`config.mk`:
```
export PLATFORM = sky130hd
export DESIGN_NAME = boa_stage_id
export DESIGN_NICKNAME = d
export VERILOG_FILES = /design/src/rtl/boa_stage_id.sv
export SDC_FILE = /design/constraint.sdc
export NUM_CORES = 1
export LEC_CHECK = 0
export CORE_MARGIN = 2
export CORE_UTILIZATION = 36
export CTS_CLUSTER_SIZE = 8
export DETAILED_ROUTE_END_ITERATION = 7
export PLACE_DENSITY = 0.72
export SLEW_MARGIN = 5
export SYNTH_ARGS = -nofsm -noshare
export SYNTH_HDL_FRONTEND = slang
export SYNTH_SLANG_ARGS = --single-unit
```
`constraint.sdc`:
```
create_clock -name clk -period 6.4 [get_ports clk]
set_clock_uncertainty 0.1 [all_clocks]
set_input_delay 1.28 -clock clk [delete_from_list [all_inputs] [get_ports clk]]
set_output_delay 1.28 -clock clk [all_outputs]
set_load 0.005 [all_outputs]
```
`src/rtl/boa_stage_id.sv`:
```
// Boa32 ID stage: IF/ID register, RV32I decode and static prediction (BTFN on BRANCH when BOA_BTFN_PREDICT_EN).
// Latency: 1 cycle d_* -> q_*; fw_branch_predict is combinational from the ID register.
// Backpressure: fw_stall_id holds the register and is mirrored on fw_stall_if; clear beats stall.
`ifndef RV_ECAUSE_IALIGN
`define RV_ECAUSE_IALIGN 4'd0
`endif
`ifndef RV_ECAUSE_IINSN
`define RV_ECAUSE_IINSN 4'd2
`endif

module boa_stage_id (
  input  logic        clk,
  input  logic        rst,
  input  logic        clear,
  input  logic        d_valid,
  input  logic [31:1] d_pc,
  input  logic [31:0] d_insn,
  input  logic        d_trap,
  input  logic [3:0]  d_cause,
  output logic        q_valid,
  output logic [31:1] q_pc,
  output logic [31:0] q_insn,
  output logic [4:0]  q_rs1,
  output logic [4:0]  q_rs2,
  output logic [4:0]  q_rd,
  output logic [31:0] q_imm,
  output logic        q_predicted,
  output logic        q_trap,
  output logic [3:0]  q_cause,
  input  logic        fw_stall_id,
  output logic        fw_stall_if,
  output logic        fw_branch_predict,
  output logic [31:1] fw_branch_target
);

  localparam logic [4:0] OPC_LOAD   = 5'b00000;
  localparam logic [4:0] OPC_MISC   = 5'b00011;
  localparam logic [4:0] OPC_OPIMM  = 5'b00100;
  localparam logic [4:0] OPC_AUIPC  = 5'b00101;
  localparam logic [4:0] OPC_STORE  = 5'b01000;
  localparam logic [4:0] OPC_OP     = 5'b01100;
  localparam logic [4:0] OPC_LUI    = 5'b01101;
  localparam logic [4:0] OPC_BRANCH = 5'b11000;
  localparam logic [4:0] OPC_JALR   = 5'b11001;
  localparam logic [4:0] OPC_JAL    = 5'b11011;
  localparam logic [4:0] OPC_SYSTEM = 5'b11100;

  logic        r_valid;
  logic        r_trap;
  logic [3:0]  r_cause;
  logic [31:1] r_pc;
  logic [31:0] r_insn;

  always_ff @(posedge clk) begin
    if (rst) begin
      r_valid <= 1'b0;
      r_trap  <= 1'b0;
      r_cause <= 4'd0;
      r_pc    <= '0;
      r_insn  <= 32'h0000_0013;
    end else begin
      if (!fw_stall_id) begin
        r_valid <= d_valid;
        r_trap  <= d_trap;
        r_cause <= d_cause;
        r_pc    <= d_pc;
        r_insn  <= d_insn;
      end
      // clear overrides both load and hold
      if (clear) begin
        r_valid <= 1'b0;
        r_trap  <= 1'b0;
      end
    end
  end

  logic [4:0]  opc;
  logic [2:0]  funct3;
  logic [6:0]  funct7;
  logic        has_rd, has_rs1, has_rs2;
  logic        illegal, is_jal, is_branch, taken;
  logic [31:0] imm;

  assign opc    = r_insn[6:2];
  assign funct3 = r_insn[14:12];
  assign funct7 = r_insn[31:25];

  always_comb begin
    has_rd    = 1'b0;
    has_rs1   = 1'b0;
    has_rs2   = 1'b0;
    illegal   = 1'b0;
    is_jal    = 1'b0;
    is_branch = 1'b0;
    imm       = 32'd0;
    if (r_insn[1:0] != 2'b11) begin
      illegal = 1'b1;
    end else begin
      case (opc)
        OPC_LUI, OPC_AUIPC: begin
          has_rd = 1'b1;
          imm    = {r_insn[31:12], 12'd0};
        end
        OPC_JAL: begin
          has_rd = 1'b1;
          is_jal = 1'b1;
          imm    = {{12{r_insn[31]}}, r_insn[19:12], r_insn[20], r_insn[30:21], 1'b0};
        end
        OPC_JALR, OPC_LOAD, OPC_MISC, OPC_SYSTEM: begin
          has_rd  = 1'b1;
          has_rs1 = 1'b1;
          imm     = {{20{r_insn[31]}}, r_insn[31:20]};
        end
        OPC_OPIMM: begin
          has_rd  = 1'b1;
          has_rs1 = 1'b1;
          imm     = {{20{r_insn[31]}}, r_insn[31:20]};
          // shift-immediate encodings reuse the upper imm bits as funct7
          if (funct3 == 3'b001 && funct7 != 7'b0000000)
            illegal = 1'b1;
          if (funct3 == 3'b101 && funct7 != 7'b0000000 && funct7 != 7'b0100000)
            illegal = 1'b1;
        end
        OPC_BRANCH: begin
          has_rs1   = 1'b1;
          has_rs2   = 1'b1;
          is_branch = 1'b1;
          imm       = {{20{r_insn[31]}}, r_insn[7], r_insn[30:25], r_insn[11:8], 1'b0};
        end
        OPC_STORE: begin
          has_rs1 = 1'b1;
          has_rs2 = 1'b1;
          imm     = {{20{r_insn[31]}}, r_insn[31:25], r_insn[11:7]};
        end
        OPC_OP: begin
          has_rd  = 1'b1;
          has_rs1 = 1'b1;
          has_rs2 = 1'b1;
          if (!(funct7 == 7'b0000000 ||
                (funct7 == 7'b0100000 && (funct3 == 3'b000 || funct3 == 3'b101))))
            illegal = 1'b1;
        end
        default: illegal = 1'b1;
      endcase
    end
  end

`ifdef BOA_BTFN_PREDICT_EN
  assign taken = is_jal || (is_branch && imm[31]);
`else
  assign taken = is_jal || (is_branch && 1'b0);
`endif

  assign q_valid           = r_valid && !illegal && !r_trap;
  assign q_trap            = (r_valid && illegal) || r_trap;
  assign q_cause           = r_trap ? r_cause : ((r_valid && illegal) ? `RV_ECAUSE_IINSN : 4'd0);
  assign q_pc              = r_pc;
  assign q_insn            = r_insn;
  assign q_rs1             = has_rs1 ? r_insn[19:15] : 5'd0;
  assign q_rs2             = has_rs2 ? r_insn[24:20] : 5'd0;
  assign q_rd              = has_rd  ? r_insn[11:7]  : 5'd0;
  assign q_imm             = imm;
  assign q_predicted       = taken && q_valid;
  assign fw_stall_if       = fw_stall_id;
  assign fw_branch_predict = q_valid && !fw_stall_id && !clear && taken;
  assign fw_branch_target  = r_pc + imm[31:1];

endmodule

```
=== Word level (Yosys, flattened, before mapping) ===
Index checks and enable logic that the tools add are counted.

* Equal/unequal tests: 15
* Reductions and logical operators: 29
* Add/sub/neg operators: 1
* Mux-type cells: 20

{| class="wikitable"
|+ Operator list
! kind !! count
|-
| one-hot mux 32 bit (5 select lines) || 1
|-
| two-way mux 32 bit || 1
|-
| adder 31 bit || 1
|-
| equality test 5 bit, second input constant || 4
|-
| OR reduction 9 bit || 2
|-
| equality test 5 x 4 -> 1 bit, second input constant || 3
|-
| two-way mux 5 bit || 3
|-
| two-way mux 1 bit || 12
|-
| logical AND 1 bit || 11
|-
| equality test 5 x 3 -> 1 bit, second input constant || 2
|-
| OR reduction 8 bit || 1
|-
| equality test 7 x 6 -> 1 bit, second input constant || 1
|-
| logical NOT 7 bit || 1
|-
| != test 7 x 6 -> 1 bit, second input constant || 1
|-
| nonzero test 7 bit || 1
|-
| equality test 5 x 2 -> 1 bit, second input constant || 1
|-
| logical NOT 5 bit || 1
|-
| OR reduction 5 bit || 1
|-
| logical NOT 1 bit || 4
|-
| two-way mux 4 bit || 1
|-
| OR reduction 2 bit || 2
|-
| equality test 3 x 1 -> 1 bit, second input constant || 1
|-
| equality test 3 bit, second input constant || 1
|-
| logical NOT 3 bit || 1
|-
| other kinds (5) || 7
|}

* Logic and storage cells: 70
* Input port bits: 73
* Bits in registers: 69
* Output and inout bits: 150

=== Logic depth before layout (Yosys ltp) ===
* Word-level depth: 13
* Mapped depth: 19
* Mapped depth without buffers: 16

=== Worst setup path after synthesis ===
Ideal clock, no wire load.

* Kind: register to output
* From: register r_insn[5] (netlist: q_insn[5])
* To: output port fw_branch_target[25] (netlist bit)
* Buffers on the path: 2
* Arrival time: 3.829 ns
* Data required time: 5.020 ns
* Stages on the path, launching flop included: 18
* Path slack: 1.191 ns
* Cell sequence: dfxtp_1 -> clkbuf_1 -> or3b_2 -> o21a_1 -> o21ai_2 -> o311ai_4 -> buf_2 -> nor2_1 -> ha_1 -> inv_1 -> fa_1 -> nor2b_1 -> o21ai_0 -> o211ai_1 -> a311oi_1 -> o31a_1 -> o21ai_0 -> xor2_1

* Word-level cells in the longest chain between the ends: 5
* Elaborated cells on any way between the ends: 15
* Those cells by class: 1 x add/sub; 9 x eq/ne; 2 x mux; 3 x reduce/logical

{| class="wikitable"
|+ RTL lines
! item !! RTL line !! source
|-
| start, declared || 52 || <nowiki>logic [31:0] r_insn;</nowiki>
|-
| start signal, assigned || 67 || <nowiki>r_insn <= d_insn;</nowiki>
|-
| equality test 5 x 3 -> 1 bit, or another cell as far along || 99 || <nowiki>case (opc)</nowiki>
|-
| OR reduction 5 bit (no line) / OR reduction 2 bit (equally long branches) || - ||
|-
| one-hot mux 32 bit (5 select lines) (*) || 99 ||
|-
| two-way mux 32 bit (*) || 96 || <nowiki>if (r_insn[1:0] != 2'b11) begin</nowiki>
|-
| net q_imm[1] || 26 || <nowiki>output logic [31:0] q_imm,</nowiki>
|-
| adder 31 bit (*) || 166 || <nowiki>assign fw_branch_target = r_pc + imm[31:1];</nowiki>
|-
| end, declared || 33 || <nowiki>output logic [31:1] fw_branch_target</nowiki>
|}

Mark *: on every way through the listed nets, which the timed path passes. The rest lies on a longest branch.

=== Worst setup path after layout ===
* From: register r_insn[3] (netlist: q_insn[3])
* To: output port fw_branch_target[23] (netlist bit)

* Word-level cells in the longest chain between the ends: 5
* Elaborated cells on any way between the ends: 15
* Those cells by class: 1 x add/sub; 9 x eq/ne; 2 x mux; 3 x reduce/logical

{| class="wikitable"
|+ RTL lines
! item !! RTL line
|-
| equality test 5 x 3 -> 1 bit, or another cell as far along || 99
|-
| OR reduction 5 bit (no line) / OR reduction 2 bit (equally long branches) || -
|-
| one-hot mux 32 bit (5 select lines) (*) || 99
|-
| two-way mux 32 bit (*) || 96
|-
| adder 31 bit (*) || 166
|}

Every way passes the cells marked *; elsewhere a longest branch is shown, timed or not.

==> results.ini <==
[outcome]
status=finished clean

[place]
dp.cells=963
place_congestion=0.957
port_buffers=222
hpwl_mm=14.4

[cells_and_area]
diodes=0
nets=904
n_fill_cell=1150
final_cells=981
final_cell_mix=clkdlybuf4s50_1, nor2_1, mux2i_1
synthToLayoutAreaGrowth_pct=55.9
fin_util_pct=56.9
mostFrequentLayoutCell=clkdlybuf4s50_1
drive_gt1_share_pct=5.09

[synthesis]
synth-edff-count=0
ys_seq_area_share_pct=28.9
syn_inst=587
synth_fp_nets=691
async_reset_ff_share_pct=0
yosys_warnings=0
ys_ff_latch=69
netlist_area_sq_um=4770
post_synth.cell_area_avg_sq_um=8.13
ys.flop_type=dfxtp_1
ys_types=54

[timing]
rsz0062_at_grt=no
finalSetupViolCount=0
layout_min_cycle_time_ns=6.14
hold_viol_final=0
finalMaxSlewViolations=0
max_freq_mhz=163
min_period_over_period_pct=95.9
relSlewSlack_pct=51.4
worstMarginPinSlew_ns=0.728
finalSetupTns_ns=0

[critical_path]
arrival_ns=4.76
crit_fanout=11
start_kind=register
critPathCaptureType=output port
critical_path_class=reg2out
rr_worst_depth=2
crit_required_ns=5.02

[clock_tree]
cts_tree=done
clk_path_buf_depth=2
clkLatencyLatePin_ns=0.34
cts_inserted_buffers=9
numClockSinks=69
clkTransAtPathRegs_ns=0.06
cts-root-buf=clkbuf_16
cts_max_level=3
hold_buffers=0

[detailed_routing]
first_pass_iters=5
initialDrtViolationCount=286
ant_nets=0
avgViaCountPerCell=5.25
drc=0
num_vias=5151
wl_per_cell_um=18.4
finalWirelength_mm=18.0

[global_routing]
grt_overflow=0
grt_pass1_wl_mm=27.7
antenna_found_initial=0
grt_max_degree=46
track_usage_pct=25.0
grt_pass1_vias=5023

[min_path]
hold_depth=2
hp-class=reg2reg

[floorplan]
coreArea_sq_um=13100
die_w_um=119
die_h_um=119
floorplan.initialDensity_pct=36.5
num_io_pins=223
num_rows=42
die_area_sq_um=14200

[job]
drv_cap=0

[power_and_ir_drop]
vdd_drop_max_mv=0.106
p_per_area_nw_per_um2=179
p_leak_nw=3.20

[worst max-delay path: stages (launching register included)]
cell,delay (ns)
dfxtp_2,0.41
or3b_2,0.48
o21a_1,0.15
o21ai_4,0.20
o311ai_4,0.15
nor2_2,0.18
ha_1,0.18
inv_1,0.05
fa_1,0.41
nor2b_1,0.12
o21ai_0,0.10
o211ai_1,0.39
a311oi_1,0.16
buf_4,0.18
o31a_1,0.38
o21bai_1,0.20
xor2_1,0.16
clkdlybuf4s50_1,0.52
[through the flow]
step | hold WS, ns | total power [mW] | setup WS, ns | instance area [sq um]
after floorplan | 0.355 | 0.649 | 1.19 | 4770
after global placement | 0.370 | 0.848 | 0.562 | 7120
after detailed placement | 0.392 | 0.855 | 0.413 | 7120
after CTS | 0.413 | 1.34 | 0.0246 | 7400
after global routing | 0.453 | 1.39 | 0.00652 | 7440
final | 0.402 | 1.33 | 0.260 | 7440
[cell type report]
class	count	area [sq um]	area share, %
sequential	69	1390	18.6
tap	176	220	2.96
clock inverter	6	46.3	0.622
timing repair buffer	230	2270	30.6
clock buffer	10	239	3.21
inverter	11	41.3	0.555
multi-input combinational	479	3230	43.5
[state kept, by name, indices dropped and copies added, names as in the netlist]
signal,flops
q_insn,32
q_pc,31
r_trap,1
r_valid,1
r_cause,4
[worst paths after layout]
| kind | startpoint | end | slack, ns |
|---|---|---|---|
| setup / recovery | q_insn[3]$_SDFFE_PP0N_ | fw_branch_target[23] | 0.26 |
| hold / removal | r_cause[2]$_SDFFE_PP0N_ | r_cause[2]$_SDFFE_PP0N_ | 0.40 |
| setup reg to reg | r_trap$_SDFFE_PP0N_ | r_trap$_SDFFE_PP0N_ | 5.39 |
| hold reg to reg | r_cause[2]$_SDFFE_PP0N_ | r_cause[2]$_SDFFE_PP0N_ | 0.40 |
[synthesized netlist by cell type, types with 2 or more instances]
master	count	area [sq um]
o21ai_1	3	15.0
a211o_1	5	43.8
a21o_1	15	113
mux2i_1	67	671
and2_1	25	156
clkbuf_1	16	60.1
nor2_1	95	357
a22oi_1	4	30.0
o21a_1	5	37.5
a211oi_1	3	22.5
o21ai_0	19	95.1
buf_1	6	22.5
and3_1	6	37.5
inv_1	11	41.3
nor3_1	5	25.0
o21bai_1	8	60.1
nor4_1	3	18.8
buf_2	2	10.0
nand2b_1	5	31.3
nand4_1	4	25.0
nor2b_1	10	62.6
o211ai_1	4	30.0
nand2_1	44	165
a21oi_1	48	240
o31a_1	2	17.5
nand3_1	11	55.1
buf_6	3	33.8
dfxtp_1	69	1380
a31oi_1	7	43.8
ha_1	30	375
xor2_1	12	105
xnor2_1	18	158
[timing repair]
| item | 4_1_cts | 5_1_grt |
|---|---|---|
| resized for setup | 0 | 11 |
| endpoints found under the setup margin | 0 | 7 |
| setup buffers | 0 | 2 |
[power by group]
group	internal (mW)	total, mW	switching (mW)
clock network	0.276	0.486	0.210
registers	0.456	0.493	0.0370
logic	0.202	0.356	0.154
total	0.934	1.33	0.401
[cells by family after synthesis]
group,count (synthesis),share of synthesized area (%)
buffers and inverters,39,3.67
AOI/OAI and AO/OA,135,18.4
muxes,67,14.0
DFF,69,28.9
xor gates and xnor gates,31,5.85
adders and majority gates,31,8.28
and+or+nand+nor,215,20.8
[layer usage]
metal / global-route usage, % / vias to the layer above / wire, um
met3: 4.69 / 29 / 1270
met2: 41.6 / 219 / 8380
met4: 10.9 / 0 / 553
met1: 31.6 / 2407 / 7840
li1: - / 2496 / -
met5: 0 / - / 0
Note: power is estimated with default switching activity, not from simulation.
